==> config.mk <==
export PLATFORM = sky130hd
export DESIGN_NAME = bram_loader
export DESIGN_NICKNAME = d
export VERILOG_FILES = /design/src/rtl/bram_loader.sv
export SDC_FILE = /design/constraint.sdc
export NUM_CORES = 1
export LEC_CHECK = 0
export BUFFER_PORTS_ARGS = -buffer_cell sky130_fd_sc_hd__buf_2
export CORE_ASPECT_RATIO = 1.4
export CORE_MARGIN = 2
export CORE_UTILIZATION = 47
export CTS_CLUSTER_SIZE = 30
export DETAILED_ROUTE_END_ITERATION = 6
export PLACE_DENSITY = 0.71
export SLEW_MARGIN = 20
export SYNTH_ARGS = -nofsm -noshare
export SYNTH_HDL_FRONTEND = slang
export SYNTH_SLANG_ARGS = --single-unit
==> constraint.sdc <==
create_clock -name clk -period 5.3 [get_ports clk]
set_input_delay 0.265 -clock clk [delete_from_list [all_inputs] [get_ports clk]]
set_output_delay 0.265 -clock clk [all_outputs]
set_load 0.1 [all_outputs]
==> src/rtl/bram_loader.sv <==
// -----------------------------------------------------------------------------
// bram_loader
//
// Host-side write engine for one GAT accelerator input BRAM (H_col_idx,
// H_value, H_node_info, Weight or a). A valid/ready word stream is turned into
// port-A writes (din/ena/addra). After the requested number of words has been
// written, the level-sensitive load_done_o is raised. The compute pipeline ANDs
// this flag into its start condition.
//
// Optional feature macro: BRAM_LOADER_CHECKSUM_EN
//   When this macro is defined, every load carries one extra trailer word. The
//   trailer is compared against the XOR of all written words. A mismatch sets
//   the sticky chk_err_o. When the macro is undefined, the stream carries
//   exactly len words and chk_err_o is tied low.
//
// Parameters
//   DATA_W  BRAM word width
//   ADDR_W  BRAM address width
//   DEPTH   number of writable words; legal load lengths are 1..DEPTH
//
// Ports
//   clk           clock
//   rst_n         asynchronous active-low reset
//   start_i       one-cycle load request, honoured only in IDLE or DONE
//   len_i         number of data words, sampled with start_i
//   s_data_i      stream data
//   s_valid_i     stream valid
//   s_ready_o     stream ready (high while a load or trailer is expected)
//   bram_din_o    BRAM write data
//   bram_ena_o    BRAM write strobe, one cycle per written word
//   bram_addra_o  BRAM write address
//   load_done_o   level: memory fully loaded
//   busy_o        high while loading (LOAD or CHK)
//   len_err_o     one-cycle pulse: start rejected because of an illegal length
//   chk_err_o     sticky trailer checksum mismatch (0 without the macro)
// -----------------------------------------------------------------------------
module bram_loader #(
  parameter int DATA_W = 16,
  parameter int ADDR_W = 10,
  parameter int DEPTH  = 1024
) (
  input  logic              clk,
  input  logic              rst_n,
  input  logic              start_i,
  input  logic [ADDR_W:0]   len_i,
  input  logic [DATA_W-1:0] s_data_i,
  input  logic              s_valid_i,
  output logic              s_ready_o,
  output logic [DATA_W-1:0] bram_din_o,
  output logic              bram_ena_o,
  output logic [ADDR_W-1:0] bram_addra_o,
  output logic              load_done_o,
  output logic              busy_o,
  output logic              len_err_o,
  output logic              chk_err_o
);

  // The length and word counter are one bit wider than the address. This lets
  // len == DEPTH be represented even when DEPTH == 2**ADDR_W.
  localparam logic [ADDR_W:0] DEPTH_L = (ADDR_W+1)'(DEPTH);
  localparam logic [ADDR_W:0] ONE_L   = (ADDR_W+1)'(1);

`ifdef BRAM_LOADER_CHECKSUM_EN
  typedef enum logic [1:0] {
    IDLE = 2'd0,
    LOAD = 2'd1,
    CHK  = 2'd2,
    DONE = 2'd3
  } state_e;
`else
  typedef enum logic [1:0] {
    IDLE = 2'd0,
    LOAD = 2'd1,
    DONE = 2'd3
  } state_e;
`endif

  state_e state_q, state_d;

  logic [ADDR_W:0]   len_q, len_d;
  logic [ADDR_W:0]   cnt_q, cnt_d;
  logic [DATA_W-1:0] din_q, din_d;
  logic              ena_q, ena_d;
  logic [ADDR_W-1:0] addra_q, addra_d;
  logic              done_q, done_d;
  logic              busy_q, busy_d;
  logic              len_err_q, len_err_d;

`ifdef BRAM_LOADER_CHECKSUM_EN
  logic [DATA_W-1:0] acc_q, acc_d;
  logic              chk_err_q, chk_err_d;
`endif

  logic              hs;
  logic              len_ok;
  logic [ADDR_W:0]   cnt_inc;

  // Next-state and output computation.
  // s_ready_o is the registered busy flag. A handshake therefore happens only
  // in LOAD/CHK, and the FSM never has to gate ready combinationally.
  always_comb begin
    state_d   = state_q;
    len_d     = len_q;
    cnt_d     = cnt_q;
    din_d     = din_q;
    ena_d     = 1'b0;
    addra_d   = addra_q;
    len_err_d = 1'b0;
`ifdef BRAM_LOADER_CHECKSUM_EN
    acc_d     = acc_q;
    chk_err_d = chk_err_q;
`endif

    hs      = busy_q & s_valid_i;
    len_ok  = (len_i != '0) && (len_i <= DEPTH_L);
    cnt_inc = cnt_q + ONE_L;

    case (state_q)
      IDLE, DONE: begin
        if (start_i) begin
          if (len_ok) begin
            state_d = LOAD;
            len_d   = len_i;
            cnt_d   = '0;
            addra_d = '0;
`ifdef BRAM_LOADER_CHECKSUM_EN
            acc_d     = '0;
            chk_err_d = 1'b0;
`endif
          end else begin
            // A rejected start leaves the state unchanged. If the memory was
            // already loaded, load_done_o stays high.
            len_err_d = 1'b1;
          end
        end
      end

      LOAD: begin
        // The address is the count of words written so far. Because
        // len <= DEPTH was checked at start, the low ADDR_W bits never wrap.
        if (hs) begin
          ena_d   = 1'b1;
          din_d   = s_data_i;
          addra_d = cnt_q[ADDR_W-1:0];
          cnt_d   = cnt_inc;
`ifdef BRAM_LOADER_CHECKSUM_EN
          acc_d   = acc_q ^ s_data_i;
          if (cnt_inc == len_q) begin
            state_d = CHK;
          end
`else
          if (cnt_inc == len_q) begin
            state_d = DONE;
          end
`endif
        end
      end

`ifdef BRAM_LOADER_CHECKSUM_EN
      CHK: begin
        // The trailer is consumed but never written. acc_q already holds the
        // XOR of every written word, including the last one.
        if (hs) begin
          if (s_data_i != acc_q) begin
            chk_err_d = 1'b1;
          end
          state_d = DONE;
        end
      end
`endif

      default: begin
        state_d = IDLE;
      end
    endcase

    // Status outputs are registered copies of the next state. Each one changes
    // in the cycle after the edge that moves the FSM.
`ifdef BRAM_LOADER_CHECKSUM_EN
    busy_d = (state_d == LOAD) || (state_d == CHK);
`else
    busy_d = (state_d == LOAD);
`endif
    done_d = (state_d == DONE);
  end

  // State and output registers. An asynchronous reset abandons any transfer in
  // progress and returns the FSM to IDLE.
  always_ff @(posedge clk or negedge rst_n) begin
    if (!rst_n) begin
      state_q   <= IDLE;
      len_q     <= '0;
      cnt_q     <= '0;
      din_q     <= '0;
      ena_q     <= 1'b0;
      addra_q   <= '0;
      done_q    <= 1'b0;
      busy_q    <= 1'b0;
      len_err_q <= 1'b0;
`ifdef BRAM_LOADER_CHECKSUM_EN
      acc_q     <= '0;
      chk_err_q <= 1'b0;
`endif
    end else begin
      state_q   <= state_d;
      len_q     <= len_d;
      cnt_q     <= cnt_d;
      din_q     <= din_d;
      ena_q     <= ena_d;
      addra_q   <= addra_d;
      done_q    <= done_d;
      busy_q    <= busy_d;
      len_err_q <= len_err_d;
`ifdef BRAM_LOADER_CHECKSUM_EN
      acc_q     <= acc_d;
      chk_err_q <= chk_err_d;
`endif
    end
  end

  assign s_ready_o    = busy_q;
  assign busy_o       = busy_q;
  assign bram_din_o   = din_q;
  assign bram_ena_o   = ena_q;
  assign bram_addra_o = addra_q;
  assign load_done_o  = done_q;
  assign len_err_o    = len_err_q;
`ifdef BRAM_LOADER_CHECKSUM_EN
  assign chk_err_o    = chk_err_q;
`else
  assign chk_err_o    = 1'b0;
`endif

endmodule

# Word-level counts from Yosys, hierarchy flattened
# Index checks and enable logic that the tools add are counted.
dict set report op_classes {
  addsub 1
  order_cmp 1
  mux 18
  eq_ne 8
  n_reduce_logical 8
  bitwise_logic 1
}
# op count
set ops {}
lappend ops {{11-bit two-way mux} 3}
lappend ops {{10-bit two-way mux} 3}
lappend ops {{11-bit case mux with 2 select lines} 1}
lappend ops {{10-bit case mux with 2 select lines} 1}
lappend ops {{11-bit by 1-bit adder with 11-bit output (second input constant)} 1}
lappend ops {{11-bit == test} 1}
lappend ops {{11-bit <= comparator (second input constant)} 1}
lappend ops {{11-bit nonzero test} 1}
lappend ops {{2-bit two-way mux} 4}
lappend ops {{2-bit != test (second input constant)} 3}
lappend ops {{1-bit two-way mux} 5}
lappend ops {{2-bit by 1-bit == test with 1-bit output (second input constant)} 2}
lappend ops {{2-bit == test (second input constant)} 2}
lappend ops {{2-bit case mux with 2 select lines} 1}
lappend ops {{4-bit AND reduction} 1}
lappend ops {{3-bit AND reduction} 1}
lappend ops {{2-bit logical NOT} 1}
lappend ops {{2-bit AND reduction} 1}
lappend ops {{2-bit nonzero test} 1}
lappend ops {{2-bit OR reduction} 1}
lappend ops {{1-bit AND} 1}
lappend ops {{1-bit logical AND} 1}
dict set report word_totals {
  regBits 54
  inputBits 31
  word_cells 46
  out_inout_bits 32
}

# Longest topological paths before layout
dict set report logic_depth {
  depth_word 6
  ltp_mapped 8
  ltp_nobuf 8
}

# Worst setup path after synthesis
# No wires, ideal clock.
dict set report synth_timing {
  kind {flip-flop to flip-flop}
  from {reg busy_q (netlist: busy_o)}
  to {reg busy_q (netlist: busy_o)}
  setup_slack_ns 2.827
  path_buffers 0
  arrival_time_ns 2.353
  required_ns 5.180
  setup_ns 0.120
  stages_incl_launch_ff 7
  path_cell_list {dfrtp_1 nand3_1 clkinv_1 nand3_1 nor4b_1 nand3_1 o211a_1}
}
dict set report synth_between {
  elab_chain_len 4
}
# element line
set synth_lines {}
lappend synth_lines {{start: declaration} 86} ;# logic busy_q, busy_d;
lappend synth_lines {{start signal: assignment} 212} ;# busy_q <= busy_d;
lappend synth_lines {{1-bit AND} 114} ;# hs = busy_q & s_valid_i;
lappend synth_lines {{2-bit two-way mux} 141} ;# if (hs) begin
lappend synth_lines {{2-bit case mux with 2 select lines} 118} ;# case (state_q)
lappend synth_lines {{2-bit by 1-bit == test with 1-bit output} 182} ;# busy_d = (state_d == LOAD);
lappend synth_lines {{via busy_d} 86}
# The timed path passes the listed nets, and every way through them passes these cells.
# A chain may end at the register's enable or synchronous reset.

# Worst setup path in the final report
dict set report layout_timing {
  from {reg state_q[1]}
  to {reg busy_q (netlist: busy_o)}
}
dict set report layout_between {
  elab_chain_len 4
}
# element line
set layout_lines {}
lappend layout_lines {{start: declaration} 78} ;# state_e state_q, state_d;
lappend layout_lines {{start signal: assignment} 205} ;# state_q <= state_d;
lappend layout_lines {{2-bit == test (tied with other cells)} 118}
lappend layout_lines {{2-bit OR reduction (tied with other cells)} 118}
lappend layout_lines {{2-bit case mux with 2 select lines *} 118}
lappend layout_lines {{2-bit by 1-bit == test with 1-bit output *} 182}
lappend layout_lines {{via busy_d} 86}
# Mark *: on every way through the listed nets, which the timed path passes. The rest lies on a longest branch.

==> flow_summary.json <==
{
  "pwr_density_cell_nw_per_um2": 343,
  "syn_nets": 309,
  "grt_max_degree": 55,
  "vias": 2210,
  "ys_types": 55,
  "worst_slew_pin_slew_ns": 1.10,
  "min_period_over_period_pct": 59.0,
  "synth_fa_ha_area_share_pct": 1.80,
  "cp.depth": 8,
  "grt_pass1_wl_um": 9990,
  "crit_path_cell_trace": "inv_1, ha_1, nand3_1, clkinv_1, nand3_1, nor4b_1, nand3_1, o211a_1",
  "slowest_stage": "nand3_1",
  "p_sw_share_pct": 40.2,
  "max_cap_violations": 0,
  "tns_ns": 0,
  "relSlewSlack_pct": 26.3,
  "p_switching_w": 0.000443,
  "setup_slack_ns": 2.17,
  "synth-xor-area-share_pct": 3.15,
  "p_seq_share_pct": 44.2,
  "path_common_cell": "nand3_1",
  "synth_flop_cell": "dfrtp_1",
  "synth_seq_area_share_pct": 48.6,
  "overflow": 0,
  "cts_root_buffer": "clkbuf_8",
  "place_ws_ns": 2.20,
  "num_rows": 33,
  "place_congestion": 0.866,
  "drc": 0,
  "die_h_um": 95.0,
  "ys_seq_elements": 54,
  "firstDrtPassIters": 4,
  "hold_viol_final": 0,
  "syn_avg_cell_area_sq_um": 10.1,
  "synth_top_family_by_area": "simple AND/OR/NAND/NOR gates",
  "wl_um": 6110,
  "cp_slowest_stage_delay_ns": 0.59,
  "vias_per_cell": 5.51,
  "synth_compound_area_share_pct": 14.7,
  "hpwlAfterDp_um": 4490,
  "syn_area_sq_um": 2780,
  "ant_nets": 0,
  "initial_core_util_pct": 48.1,
  "stdcell_area_sq_um": 3210,
  "finalSetupViolations": 0,
  "cp_top_family": "simple AND/OR/NAND/NOR gates",
  "p_leak_nw": 1.54,
  "critPathLaunchType": "flop",
  "reg2reg_depth": 8,
  "numCtsBuffers": 5,
  "htreeDepth": 2,
  "boundaryPins": 63,
  "clock_sinks": 54,
  "hold_buffers": 0,
  "die_x_um": 69.0,
  "rsz0062_at_grt": "no",
  "core_area_sq_um": 5780,
  "synth-edff-count": 0,
  "fillers": 527,
  "nNetsFinal": 365,
  "synth_warnings": 0,
  "async_reset_ff_share_pct": 100,
  "n_antenna_cell": 0,
  "cp_max_fo": 19,
  "hp-class": "primary input to async pin",
  "crit_required_ns": 5.51,
  "clock_path_buffers": 2,
  "portBuffers": 61,
  "placed_cell_area_sq_um": 3100,
  "antenna_found_initial": 0,
  "fmax_mhz": 320,
  "post_cts_resized": 0,
  "synth.area.mux_share_pct": 6.22,
  "synth_simple_gate_area_share_pct": 21.1,
  "cp-end-kind": "flop",
  "outcome": "complete, no violations",
  "wire_per_inst_um": 15.2,
  "finClkSkew_ns": 0.0143,
  "clkTransAtPathRegs_ns": 0.10,
  "ir_drop_mv": 0.163,
  "tritoncts": "yes",
  "clock_latency_ns": 0.32,
  "final_cell_mix": "61 x buf_2, 60 x nand2_1, 54 x dfrtp_1, 14 x o21ai_0",
  "combPwrFrac_pct": 29.8,
  "final_common_cell": "buf_2",
  "synthCells": 274,
  "clockPowerShare_pct": 25.9,
  "track_usage_pct": 20.2,
  "drv_slew": 0,
  "worstPathArrival_ns": 3.33,
  "grt_pass1_vias": 2070,
  "finalCriticalPeriod_ns": 3.13,
  "post_cts_buffers": 0,
  "die_area_sq_um": 6550,
  "crit_type": "flop to flop",
  "p_int_w": 0.000659,
  "drtIter0Drc": 98,
  "drive_gt1_share_pct": 28.1,
  "syn_to_final_growth_pct": 15.7,
  "path_buf_inv": 2
}
cell families (layout without fill, tap and decap cells):
group | after synthesis | count (layout)
xor+xnor | 10 | 10
compound gates | 58 | 58
other cells | 1 | 1
buf+inv | 22 | 79
simple gates | 113 | 113
mux | 12 | 12
fa+ha+maj | 4 | 4
flops | 54 | 54
through the flow:
step / instances / utilization (%) / hold WS, ns / power (W)
after CTS: 401 / 55.6 / 0.0991 / 0.00111
after detailed placement: 393 / 53.6 / 0.437 / 0.000823
after global placement: 393 / 53.6 / 0.424 / 0.000819
after floorplan: 274 / - / -0.0306 / 0.000749
after global routing: 401 / 55.6 / 0.117 / 0.00115
final: 401 / 55.6 / 0.0635 / 0.00110
layout make-up:
| class | count | area [sq um] | share of cell area (%) |
|---|---|---|---|
| Sequential cell | 54 | 1350 | 42.0 |
| Multi-Input combinational cell | 198 | 1310 | 40.7 |
| Timing Repair Buffer | 63 | 320 | 9.96 |
| Tap cell | 70 | 87.6 | 2.72 |
| Clock buffer | 5 | 68.8 | 2.14 |
| Clock inverter | 3 | 47.5 | 1.48 |
| Inverter | 8 | 30.0 | 0.934 |
power groups by stage:
| stage | Clock (W) | Combinational, W | Sequential, W |
|---|---|---|---|
| 2_1_floorplan | 0 | 0.000110 | 0.000639 |
| 3_3_place_gp | 0 | 0.000325 | 0.000494 |
| 3_5_place_dp | 0 | 0.000328 | 0.000495 |
| 4_1_cts | 0.000290 | 0.000329 | 0.000487 |
| 5_1_grt | 0.000307 | 0.000348 | 0.000494 |
| 6_report | 0.000286 | 0.000329 | 0.000487 |
Yosys cell counts (5+ instances only):
library cell	n	area [sq um]
xnor2_1	7	61.3
a21oi_1	10	50.1
dfrtp_1	54	1350
nand3_1	11	55.1
clkbuf_1	7	26.3
a22o_1	11	96.3
o21ai_0	14	70.1
nor4_1	5	31.3
inv_1	7	26.3
mux2_4	10	150
nand2_1	60	225
per-layer routing:
metal  routed length [um]  part of all wire, %  GRT usage, %  vias up
li1                     -                    -             -     1090
met1                 2640                   43          26.0     1062
met2                 3090                   51          32.8       45
met3                  186                  3.0          3.10       13
met4                  195                  3.2          9.31        0
met5                    0                    0             0        -
sequential cells by signal, indices dropped and copies added, names as in the netlist:
name	cells
bram_din_o	16
cnt_q	11
len_q	11
bram_addra_o	10
state_q	2
bram_ena_o	1
busy_o	1
len_err_o	1
load_done_o	1
path summary, 6_finish.rpt:
check                                    from       endpoint  slack (ns)
worst max-delay path               state_q[1]         busy_o        2.17
worst min-delay path                    rst_n       len_q[1]        0.06
worst max register to register     state_q[1]         busy_o        2.17
worst min register to register  bram_din_o[8]  bram_din_o[8]        0.48
max in group asynchronous               rst_n       len_q[9]        4.78
min in group clk                  s_data_i[7]  bram_din_o[7]        0.13
Note: power is estimated with default switching activity, not from simulation.
